$ cat config.mk
export PLATFORM = sky130hd
export DESIGN_NAME = clk_gate_ctrl
export DESIGN_NICKNAME = d
export VERILOG_FILES = /design/src/rtl/clk_gate_pkg.sv /design/src/rtl/clk_gate_cell.sv /design/src/rtl/clk_gate_ctrl.sv
export SDC_FILE = /design/constraint.sdc
export NUM_CORES = 1
export LEC_CHECK = 0
export CAP_MARGIN = 20
export CELL_PAD_IN_SITES_DETAIL_PLACEMENT = 1
export CELL_PAD_IN_SITES_GLOBAL_PLACEMENT = 2
export CORE_MARGIN = 3
export CORE_UTILIZATION = 38
export DETAILED_ROUTE_END_ITERATION = 10
export PLACE_DENSITY_LB_ADDON = 0.3
export SYNTH_ARGS = -nofsm -noshare
export SYNTH_HDL_FRONTEND = slang
export SYNTH_SLANG_ARGS = --single-unit
$ cat constraint.sdc
create_clock -name clk -period 3.6 [get_ports clk]
set_input_delay 0.72 -clock clk [delete_from_list [all_inputs] [get_ports clk]]
set_output_delay 0.72 -clock clk [all_outputs]
set_load 0.01 [all_outputs]
$ cat src/rtl/clk_gate_pkg.sv
// Shared types and constants for the clock-gating controller.
package clk_gate_pkg;

  typedef enum logic [1:0] {
    CG_ON    = 2'd0,
    CG_DRAIN = 2'd1,
    CG_OFF   = 2'd2,
    CG_WAKE  = 2'd3
  } cg_state_e;

  localparam int unsigned STATS_W = 16;

  function automatic int unsigned cg_max(input int unsigned a, input int unsigned b);
    return (a > b) ? a : b;
  endfunction

endpackage

$ cat src/rtl/clk_gate_cell.sv
// Glitch-free clock gate: low-transparent enable latch followed by an AND.
// Kept separate so a library ICG cell can be swapped in.
module clk_gate_cell (
  input  logic clk,
  input  logic en,
  input  logic test_en,
  output logic gated_clk
);

  logic r_en_l;

  always_latch begin
    if (!clk) r_en_l = en | test_en;
  end

  assign gated_clk = clk & r_en_l;

endmodule

$ cat src/rtl/clk_gate_ctrl.sv
// Multi-channel clock-gating controller with idle timeout and wake handshake.
// Optional per-channel gated-cycle statistics: define CLK_GATE_STATS_EN.
module clk_gate_ctrl
  import clk_gate_pkg::*;
#(
  parameter int unsigned NUM_CH      = 4,
  parameter int unsigned IDLE_CYCLES = 8,
  parameter int unsigned WAKE_CYCLES = 2
) (
  input  logic                        clk,
  input  logic                        rst_n,
  input  logic [NUM_CH-1:0]           busy,
  input  logic [NUM_CH-1:0]           force_on,
  input  logic                        test_en,
`ifdef CLK_GATE_STATS_EN
  input  logic                        stats_clr,
  output logic [NUM_CH*STATS_W-1:0]   gated_cnt,
`endif
  output logic [NUM_CH-1:0]           gate_en,
  output logic [NUM_CH-1:0]           ready,
  output logic [NUM_CH-1:0]           gated_clk
);

  localparam int unsigned CNT_W = $clog2(cg_max(IDLE_CYCLES, WAKE_CYCLES) + 1);
  localparam logic [CNT_W-1:0] IDLE_LAST = CNT_W'(IDLE_CYCLES - 1);
  localparam logic [CNT_W-1:0] WAKE_LAST = (WAKE_CYCLES > 0) ? CNT_W'(WAKE_CYCLES - 1) : '0;

  for (genvar g = 0; g < NUM_CH; g++) begin : g_ch
    cg_state_e        r_state;
    cg_state_e        w_state_nx;
    logic [CNT_W-1:0] r_cnt;
    logic [CNT_W-1:0] w_cnt_nx;
    logic             r_gate_en;
    logic             r_ready;
    logic             w_active;

    assign w_active = busy[g] | force_on[g];

    always_comb begin
      w_state_nx = r_state;
      w_cnt_nx   = r_cnt;
      unique case (r_state)
        CG_ON: begin
          w_cnt_nx = '0;
          if (!w_active) begin
            if (IDLE_CYCLES == 1) begin
              w_state_nx = CG_OFF;
            end else begin
              w_state_nx = CG_DRAIN;
              w_cnt_nx   = CNT_W'(1);
            end
          end
        end
        CG_DRAIN: begin
          // A request arriving on the expiry edge keeps the channel running.
          if (w_active) begin
            w_state_nx = CG_ON;
            w_cnt_nx   = '0;
          end else if (r_cnt == IDLE_LAST) begin
            w_state_nx = CG_OFF;
            w_cnt_nx   = '0;
          end else begin
            w_cnt_nx = r_cnt + CNT_W'(1);
          end
        end
        CG_OFF: begin
          w_cnt_nx = '0;
          if (w_active) w_state_nx = (WAKE_CYCLES == 0) ? CG_ON : CG_WAKE;
        end
        CG_WAKE: begin
          if (r_cnt == WAKE_LAST) begin
            w_state_nx = CG_ON;
            w_cnt_nx   = '0;
          end else begin
            w_cnt_nx = r_cnt + CNT_W'(1);
          end
        end
        default: begin
          w_state_nx = CG_ON;
          w_cnt_nx   = '0;
        end
      endcase
    end

    // Outputs are registered from the next-state decode so they change on the same edge as the state.
    always_ff @(posedge clk or negedge rst_n) begin
      if (!rst_n) begin
        r_state   <= CG_ON;
        r_cnt     <= '0;
        r_gate_en <= 1'b1;
        r_ready   <= 1'b1;
      end else begin
        r_state   <= w_state_nx;
        r_cnt     <= w_cnt_nx;
        r_gate_en <= (w_state_nx != CG_OFF);
        r_ready   <= (w_state_nx == CG_ON) || (w_state_nx == CG_DRAIN);
      end
    end

    assign gate_en[g] = r_gate_en;
    assign ready[g]   = r_ready;

    clk_gate_cell u_cell (
      .clk       (clk),
      .en        (r_gate_en),
      .test_en   (test_en),
      .gated_clk (gated_clk[g])
    );

`ifdef CLK_GATE_STATS_EN
    logic [STATS_W-1:0] r_gated_cnt;

    always_ff @(posedge clk or negedge rst_n) begin
      if (!rst_n) begin
        r_gated_cnt <= '0;
      end else if (stats_clr) begin
        r_gated_cnt <= '0;
      end else if (!r_gate_en && (r_gated_cnt != '1)) begin
        r_gated_cnt <= r_gated_cnt + STATS_W'(1);
      end
    end

    assign gated_cnt[g*STATS_W +: STATS_W] = r_gated_cnt;
`endif
  end

endmodule

==> results of run 1 <==
final timing paths:
check / endpoint / start / slack (ps) / cells after the start
worst min-delay path: g_ch[1].r_cnt[0] / g_ch[1].r_cnt[0] / 520 / 1
worst max-delay path: gated_clk[1] / g_ch[1].u_cell.r_en_l / 40 / 2
worst min register to register: g_ch[1].r_cnt[0] / g_ch[1].r_cnt[0] / 520 / 1
max in group asynchronous: g_ch[0].r_ready / rst_n / 2530 / 2
min in group asynchronous: g_ch[3].r_cnt[0] / rst_n / 740 / 2
worst max register to register: g_ch[1].u_cell.r_en_l / g_ch[1].r_gate_en / 1190 / 1
flip-flops by register name (all words and copies together), names as in the netlist:
| name | cells |
|---|---|
| g_ch.r_cnt | 16 |
| g_ch.r_state | 8 |
| g_ch.r_gate_en | 4 |
| g_ch.r_ready | 4 |
| g_ch.u_cell.r_en_l | 4 |
per-layer routing:
| layer | up-vias | track usage [%] | routed length (um) |
|---|---|---|---|
| met5 | - | 0 | 0 |
| met4 | 0 | 8.16 | 54 |
| met3 | 5 | 7.78 | 223 |
| met2 | 28 | 22.0 | 1710 |
| met1 | 657 | 18.1 | 1770 |
| li1 | 661 | - | - |
layout by cell type, fill, tap and decap left out, types with 3 or more instances in the layout:
cell                              synthesis  final
sky130_fd_sc_hd__a21oi_1                  7      7
sky130_fd_sc_hd__a22oi_1                  3      3
sky130_fd_sc_hd__a32oi_1                  3      3
sky130_fd_sc_hd__and2_1                   4      4
sky130_fd_sc_hd__buf_2                    2      4
sky130_fd_sc_hd__clkbuf_1                 1      3
sky130_fd_sc_hd__clkbuf_8                 0      9
sky130_fd_sc_hd__clkdlybuf4s50_1          0     18
sky130_fd_sc_hd__dfrtp_1                 24     24
sky130_fd_sc_hd__dfstp_2                  8      8
sky130_fd_sc_hd__dlxtn_1                  4      4
sky130_fd_sc_hd__ha_1                     8      8
sky130_fd_sc_hd__inv_1                    6      6
sky130_fd_sc_hd__nand2_1                 10     10
sky130_fd_sc_hd__nand3_1                  7      7
sky130_fd_sc_hd__nand3b_1                 4      4
sky130_fd_sc_hd__nand4b_1                 4      4
sky130_fd_sc_hd__nor2_1                   9      9
sky130_fd_sc_hd__nor3_1                   8      8
sky130_fd_sc_hd__nor3b_1                  4      4
sky130_fd_sc_hd__nor4b_1                  3      3
sky130_fd_sc_hd__o21ai_0                  5      5
sky130_fd_sc_hd__o22ai_1                  3      3
sky130_fd_sc_hd__or2_2                    4      4
sky130_fd_sc_hd__or3_1                    4      4
sky130_fd_sc_hd__or3b_1                   3      3
sky130_fd_sc_hd__xor2_1                   5      5
per-stage QoR:
stage               setup slack [ps]  util [%]  cell area (um2)  total power, W  hold slack [ps]
detailed placement              76.6      44.8             2030        0.000687              514
global placement                92.5      44.8             2030        0.000681              510
global route                    10.0      47.4             2150         0.00111              549
floorplan                        502         -             1850        0.000624              424
finish                          43.8      47.4             2150         0.00104              523
CTS                             18.8      47.4             2150         0.00106              530
final cells by class:
class	count	area, um2	area share [%]
clock buffer	16	155	7.21
clock inverter	1	5.00	0.233
inverter	6	22.5	1.05
multi-input combinational	119	828	38.5
sequential	36	871	40.5
tap	65	81.3	3.78
timing repair buffer	19	188	8.73
logic make-up (layout without fill, tap and decap cells):
logic type | count (synthesis) | in the layout | share of synthesized area [%]
AO/OA/AOI/OAI | 31 | 31 | 11.2
XOR/XNOR | 7 | 7 | 3.32
adder cells (fa/ha/maj) | 8 | 8 | 5.42
buffers and inverters | 23 | 42 | 8.06
flip-flops | 32 | 32 | 43.9
latches | 4 | 4 | 3.25
multiplexers | 2 | 2 | 1.08
AND/OR/NAND/NOR | 71 | 71 | 23.8
worst max-delay path, cell delays in order, from the launching register on:
cell	delay, ps
sky130_fd_sc_hd__dlxtn_1	390
sky130_fd_sc_hd__and2_1	120
sky130_fd_sc_hd__buf_2	120
timing repair:
item                                    CTS  global route
endpoints found under the setup margin    8             0
hold buffers                              0             0
resized for setup                        16             0
power breakdown:
part	switching (W)	internal (W)	total, W
Sequential	0.0000267	0.000411	0.000437
Combinational	0.0000498	0.0000492	0.0000990
Clock	0.000215	0.000287	0.000502
Total	0.000291	0.000747	0.00104
==> metrics.cfg, run 1 <==
[worst_setup_path]
cp_data_required_time_ps = 2880
critical_path_class = latch to primary output
type_of_origin_of_the_critical_path = latch
critPathCaptureType = primary output
cp_max_fo = 1
worst_ep_arrival_time_ps = 2840

[place]
gpl_wtd_cong = 0.796
io_buffers = 22
dp_cells = 249
detailed_place_hpwl_mm = 2.73

[detailed_routing]
routedWlPerCell_um = 14.3
dr.pass1.iters = 4
routed-via-count = 1351
drc_errors = 0
viasPerCell = 5.16
initialDrtViolationCount = 46
remaining_number_of_nets_flagged_by_the_antenna_check_after_routing = 0
wl_mm = 3.76

[grt]
gr-total-overflow = 0
antenna_violations_before_repair = 0
grt_pass1_vias = 1396
first_pass_grt_wire_length_mm = 6.20
maximum_number_of_pins_on_one_net_before_global_route_repair = 33
groute.usage.overall_pct = 15.1

[floorplan]
core_area_um2 = 4530
fp.dieW_um = 75.7
dieArea_um2 = 5740
initial_utilization_pct = 40.8
fp-row-count = 24
ioPinCount = 23
chipHeight_um = 75.7

[sta]
final_count_of_hold_timing_violations = 0
timing_max_transition_violations_final = 0
setup-tns-final_ps = 0
grt_setup_unrepaired = false
setup_viol_count_final = 0
worst_slew_pin_slew_ps = 469
skew_ps = 4.52
slew_headroom_pct = 68.5

[yosys]
synth.most_common_cell = sky130_fd_sc_hd__dfrtp_1
synthCells = 178
yosys_register_bits = 36
postSynthNetCount = 197
synth-async-reset-ratio_pct = 88.9
synth_ff_type = sky130_fd_sc_hd__dfrtp_1
synth.top_cells.by_count = sky130_fd_sc_hd__dfrtp_1 (24), sky130_fd_sc_hd__buf_4 (12), sky130_fd_sc_hd__nand2_1 (10), sky130_fd_sc_hd__nor2_1 (9)
synth_cell_type_count = 42
post_synth_top_area_cell = sky130_fd_sc_hd__dfrtp_1
synthesis.area_per_instance_um2 = 10.4
synth_enable_flop_cells = 0
synthDominantCellAreaShare_pct = 32.5
netlist_area_um2 = 1850
cell_types_occupying_the_most_area_after_synthesis = sky130_fd_sc_hd__dfrtp_1 (32%), sky130_fd_sc_hd__dfstp_2 (11%), sky130_fd_sc_hd__ha_1 (5.4%)
synthesis.yosys.warnings = 0

[power_and_ir_drop]
cellLeakagePower_nw = 0.869
powerDensity_nw_per_um2 = 483
irDropWorstVdd_uv = 164

[clocking]
buffers_inserted_during_post_cts_setup_optimization = 0
clk_transition_reported_paths_ps = 70
clkLatencyLatePin_ps = 380
tritoncts = yes

[status]
status = finished clean

[cells_and_area]
num-nets-final = 214
layoutNonFillerInstCount = 262
layout-area-overhead-vs-synth_pct = 16.4
fillCellCount = 521
layout-drive-gt1-share_pct = 16.2
antenna_cells_inserted = 0

[run]
timing.max_cap.violations = 0

[hold_path]
timing.hold.worst.class = flip-flop to flip-flop

Power figures use the tool's default switching activity.
==> inputs of run 2 (changes only) <==
- CORE_UTILIZATION: 38 -> 35
- clock period: 3.6 -> 3.8 ns (I/O delays scaled with it)
==> run 2 against run 1 <==
  * Flip-flop and latch count unchanged
  * Global-route usage down 0.45 points
  * Critical path type unchanged
  * Die area up 7.9%
  * First-iteration DRC count down 6.5%
  * Clock-buffer cell count down 2
  * Register-to-register slack better by 100 ps
  * Hold slack better by 6.3 ps
  * Non-clock buffer count unchanged
  * Via count up 0.30%
  * Sequential power down 5.0%
==> metrics.cfg, run 2 (same netlist as run 1, synthesis figures left out) <==
[floorplan]
fp-row-count = 25
core_area_um2 = 4910
fp.dieW_um = 78.7
chipHeight_um = 78.7
dieArea_um2 = 6190
ioPinCount = 23
initial_utilization_pct = 37.6

[worst_setup_path]
reg2regPathDepth = 1
cp_max_fo = 1
critPathLaunch = g_ch[3].u_cell.r_en_l
r2r-start = g_ch[1].r_gate_en
critPathCaptureType = primary output
worst_ep_arrival_time_ps = 2940
cp_data_required_time_ps = 3040
type_of_origin_of_the_critical_path = latch
critical_path_class = latch to primary output

[grt]
maximum_number_of_pins_on_one_net_before_global_route_repair = 33
antenna_violations_before_repair = 0
grt_pass1_vias = 1536
groute.usage.overall_pct = 14.7
gr-total-overflow = 0
first_pass_grt_wire_length_mm = 6.89

[cells_and_area]
layout-area-overhead-vs-synth_pct = 16.9
antenna_cells_inserted = 0
largest_registers = g_ch.r_cnt x16, g_ch.r_state x8
highest_count_cells_in_the_layout_ignoring_fill_and_taps = sky130_fd_sc_hd__dfrtp_1 (24), sky130_fd_sc_hd__clkdlybuf4s50_1 (18), sky130_fd_sc_hd__nand2_1 (10)
layout_commonest_cell = sky130_fd_sc_hd__dfrtp_1
regMostFlops = g_ch.r_cnt
layout-drive-gt1-share_pct = 17.3
fillCellCount = 561
max_ffs_per_register = 16
num-nets-final = 214

[hold_path]
worst_hold_path.num_cells = 1
timing.hold.worst.class = flip-flop to flip-flop
hp-start = g_ch[3].r_cnt[0]

[sta]
setup_viol_count_final = 0
worst_slew_pin_slew_ps = 451
grt_setup_unrepaired = false
skew_ps = 7.31
setup-tns-final_ps = 0
slew_headroom_pct = 69.7
timing.final.ws_setup_ps = 102
final_count_of_hold_timing_violations = 0
timing_max_transition_violations_final = 0

[detailed_routing]
remaining_number_of_nets_flagged_by_the_antenna_check_after_routing = 0
drc_errors = 0
dr.pass1.iters = 4
routedWlPerCell_um = 14.6
initialDrtViolationCount = 43
wl_mm = 3.86
routed-via-count = 1355
viasPerCell = 5.13

[power_and_ir_drop]
cellLeakagePower_nw = 0.874
cell_internal_pwr_w = 0.000706
seq_power_share_pct = 41.6
comb_power_share_pct = 9.4
fraction_of_power_spent_switching_nets_pct = 29.3
powerDensity_nw_per_um2 = 462
power.net_switching_w = 0.000292
clock_power_share_pct = 49.0
irDropWorstVdd_uv = 197

[run]
timing.max_cap.violations = 0

[clocking]
number_of_buffers_inserted_for_hold_repair_after_clock_tree_synthesis = 0
tritoncts = yes
clkLatencyLatePin_ps = 390
buffers_inserted_during_post_cts_setup_optimization = 0
clk_transition_reported_paths_ps = 80

[place]
detailed_place_hpwl_mm = 2.75
worst_setup_slack_after_placement_ps = 132
io_buffers = 22
gpl_wtd_cong = 0.814

[status]
status = finished clean

==> run 2: repair_timing <==
action | in CTS | in global routing
pin swaps | 0 | 0
setup endpoints to repair | 8 | 4
resized for setup | 14 | 2
cloned | 0 | 0
==> run 2: final timing paths <==
kind,slack (ps),end
min,530,g_ch[3].r_cnt[0]
min in group asynchronous,780,g_ch[3].r_cnt[3]
max reg2reg,1290,g_ch[1].u_cell.r_en_l
min reg2reg,530,g_ch[3].r_cnt[0]
max in group asynchronous,2680,g_ch[2].r_gate_en
max,100,gated_clk[3]
==> run 2: layer usage <==
metal	track usage, %	wire (um)
met5	0	0
met4	8.92	67
met3	6.88	234
met2	22.4	1800
met1	16.5	1760
==> run 2: power groups by stage <==
stage	clock, W	sequential (W)	combinational, W
after floorplan	0.000115	0.000409	0.0000672
after global placement	0.000134	0.000420	0.0000905
after detailed placement	0.000134	0.000422	0.0000949
after CTS	0.000524	0.000415	0.0000959
after global routing	0.000540	0.000419	0.000107
final	0.000489	0.000415	0.0000939
==> run 2: worst max-delay path: stages, from the launching register on <==
cell and delay [ps]:
sky130_fd_sc_hd__dlxtn_1 390, sky130_fd_sc_hd__and2_1 120, sky130_fd_sc_hd__buf_2 120
==> run 2: stage by stage <==
step / power [W] / area, um2 / hold slack, ps / cells / utilization, %
after global routing: 0.00107 / 2160 / 552 / 264 / 44.0
final: 0.000998 / 2160 / 529 / 264 / 44.0
after CTS: 0.00104 / 2170 / 537 / 264 / 44.2
after floorplan: 0.000591 / 1850 / 464 / 178 / -
after global placement: 0.000645 / 2030 / 518 / 251 / 41.4
after detailed placement: 0.000651 / 2030 / 519 / 251 / 41.4
==> run 2: layout make-up <==
class	instances	area, um2	area share, %
Clock buffer	14	148	6.84
Clock inverter	3	18.8	0.869
Inverter	6	22.5	1.04
Multi-Input combinational cell	119	828	38.4
Sequential cell	36	871	40.3
Tap cell	67	83.8	3.88
Timing Repair Buffer	19	188	8.69
==> inputs of run 3 (changes only) <==
- CELL_PAD_IN_SITES_DETAIL_PLACEMENT: 1 -> not set
- CELL_PAD_IN_SITES_GLOBAL_PLACEMENT: 2 -> not set
- CORE_UTILIZATION: 35 -> 55
==> run 3 against run 2 <==
  * Non-clock buffer count unchanged
  * Clock power decreased by 27%
  * Sequential share of layout area increased by 1.8 points
  * Hold slack got worse by 4.9 ps
  * Die area decreased by 34%
  * Clock-buffer cell count increased by 2
  * Critical endpoint unchanged
  * Largest cell class unchanged
  * Largest power group is now registers
==> metrics.cfg, run 3 (same netlist as run 1, synthesis figures left out) <==
[sta]
timing.final.ws_setup_ps = 69.3
setup-tns-final_ps = 0
final_count_of_hold_timing_violations = 0
worst_slew_pin_slew_ps = 448
timing_max_transition_violations_final = 0
skew_ps = 6.02
slew_headroom_pct = 69.9
setup_viol_count_final = 0
grt_setup_unrepaired = false

[grt]
first_pass_grt_wire_length_mm = 5.83
antenna_violations_before_repair = 1
grt_pass1_vias = 1400
gr-total-overflow = 0
groute.usage.overall_pct = 19.1
maximum_number_of_pins_on_one_net_before_global_route_repair = 33

[detailed_routing]
drc_errors = 0
routed-via-count = 1365
remaining_number_of_nets_flagged_by_the_antenna_check_after_routing = 0
initialDrtViolationCount = 86
viasPerCell = 5.64
routedWlPerCell_um = 14.2
dr.pass1.iters = 5
wl_mm = 3.43

[cells_and_area]
regMostFlops = g_ch.r_cnt
layout-area-overhead-vs-synth_pct = 12.0
layout_commonest_cell = sky130_fd_sc_hd__dfrtp_1
largest_registers = g_ch.r_cnt x16, g_ch.r_state x8
max_ffs_per_register = 16
highest_count_cells_in_the_layout_ignoring_fill_and_taps = sky130_fd_sc_hd__dfrtp_1 (24), sky130_fd_sc_hd__clkdlybuf4s50_1 (18), sky130_fd_sc_hd__nand2_1 (10)
fillCellCount = 244
layoutNonFillerInstCount = 242
num-nets-final = 214
layout-drive-gt1-share_pct = 15.7

[place]
gpl_wtd_cong = 0.838
io_buffers = 22
detailed_place_hpwl_mm = 2.43
worst_setup_slack_after_placement_ps = 149
dp_cells = 228

[floorplan]
chipHeight_um = 64.0
fp-row-count = 20
ioPinCount = 23
fp.dieW_um = 64.0
dieArea_um2 = 4090
core_area_um2 = 3130
initial_utilization_pct = 59.1

[power_and_ir_drop]
cellLeakagePower_nw = 0.843
irDropWorstVdd_uv = 209
powerDensity_nw_per_um2 = 418

[worst_setup_path]
critPathBufInv = 1
cp_data_required_time_ps = 3040
reg2regPathDepth = 1
critical_path.top_delay_family = latches
type_of_origin_of_the_critical_path = latch
worst_ep_arrival_time_ps = 2970
number_of_stages_on_the_worst_setup_path = 2
cp_max_fo = 1
cpMaxStageDelayCell = sky130_fd_sc_hd__dlxtn_1
path_cells = and2_1, buf_2
critPathCaptureType = primary output
cp_slowest_stage_delay_ps = 390
critical_path_class = latch to primary output

[run]
timing.max_cap.violations = 0

[clocking]
tritoncts = yes
clkLatencyLatePin_ps = 440
buffers_inserted_during_post_cts_setup_optimization = 0
number_of_buffers_inserted_for_hold_repair_after_clock_tree_synthesis = 0
clk_transition_reported_paths_ps = 90

[status]
status = finished clean

[hold_path]
timing.hold.worst.class = flip-flop to flip-flop
worst_hold_path.num_cells = 1

## run 3: cell types whose count changed in the layout (fill, tap and decap cells not counted)
| cell | delta |
|---|---|
| sky130_fd_sc_hd__diode_2 | +1 |
| sky130_fd_sc_hd__clkinv_2 | -2 |
| sky130_fd_sc_hd__clkinv_1 | +1 |
| sky130_fd_sc_hd__clkbuf_4 | +9 |
| sky130_fd_sc_hd__clkbuf_8 | -9 |
| sky130_fd_sc_hd__clkinv_4 | -1 |
| sky130_fd_sc_hd__clkbuf_1 | +2 |
## run 3: layout make-up
type	instances	area (um2)	area share, %
antenna	1	2.50	0.121
clock buffer	16	98.8	4.78
clock inverter	1	3.75	0.181
inverter	6	22.5	1.09
multi-input combinational	119	828	40.0
sequential	36	871	42.1
tap	44	55.1	2.66
timing repair buffer	19	188	9.07
## run 3: per-stage QoR
| stage | cell area (um2) | hold WS [ps] | util, % | power [W] |
|---|---|---|---|---|
| floorplan | 1850 | 464 | - | 0.000591 |
| CTS | 2070 | 525 | 66.1 | 0.000883 |
| global placement | 2000 | 500 | 64.1 | 0.000641 |
| detailed placement | 2000 | 512 | 64.1 | 0.000648 |
| finish | 2070 | 524 | 66.2 | 0.000866 |
| global route | 2070 | 567 | 66.2 | 0.000920 |
## run 3: final timing paths
kind                                         end                  start  slack, ps
max                                 gated_clk[3]  g_ch[3].u_cell.r_en_l         70
min                             g_ch[1].r_cnt[0]       g_ch[1].r_cnt[0]        520
max reg2reg                g_ch[0].u_cell.r_en_l      g_ch[0].r_gate_en       1260
min reg2reg                     g_ch[1].r_cnt[0]       g_ch[1].r_cnt[0]        520
max in group asynchronous        g_ch[1].r_ready                  rst_n       2780
min in group asynchronous       g_ch[3].r_cnt[3]                  rst_n        700
## run 3: what timing repair did
item | in CTS | in global routing
setup endpoints to repair | 8 | 2
gates resized for setup | 16 | 0
pin swaps | 0 | 1
endpoints found under the hold margin | 0 | 0
gates cloned | 0 | 0
## run 3: where the power goes
part / total [W] / switching, W / internal (W)
logic: 0.0000926 / 0.0000463 / 0.0000464
registers: 0.000414 / 0.0000252 / 0.000389
clock network: 0.000359 / 0.000187 / 0.000172
total: 0.000866 / 0.000259 / 0.000607
## run 3: per-layer routing
metal | GRT usage (%) | routed length [um]
met2 | 31.0 | 1770
met3 | 9.67 | 186
met5 | 0 | 0
met4 | 12.1 | 51
met1 | 19.2 | 1420
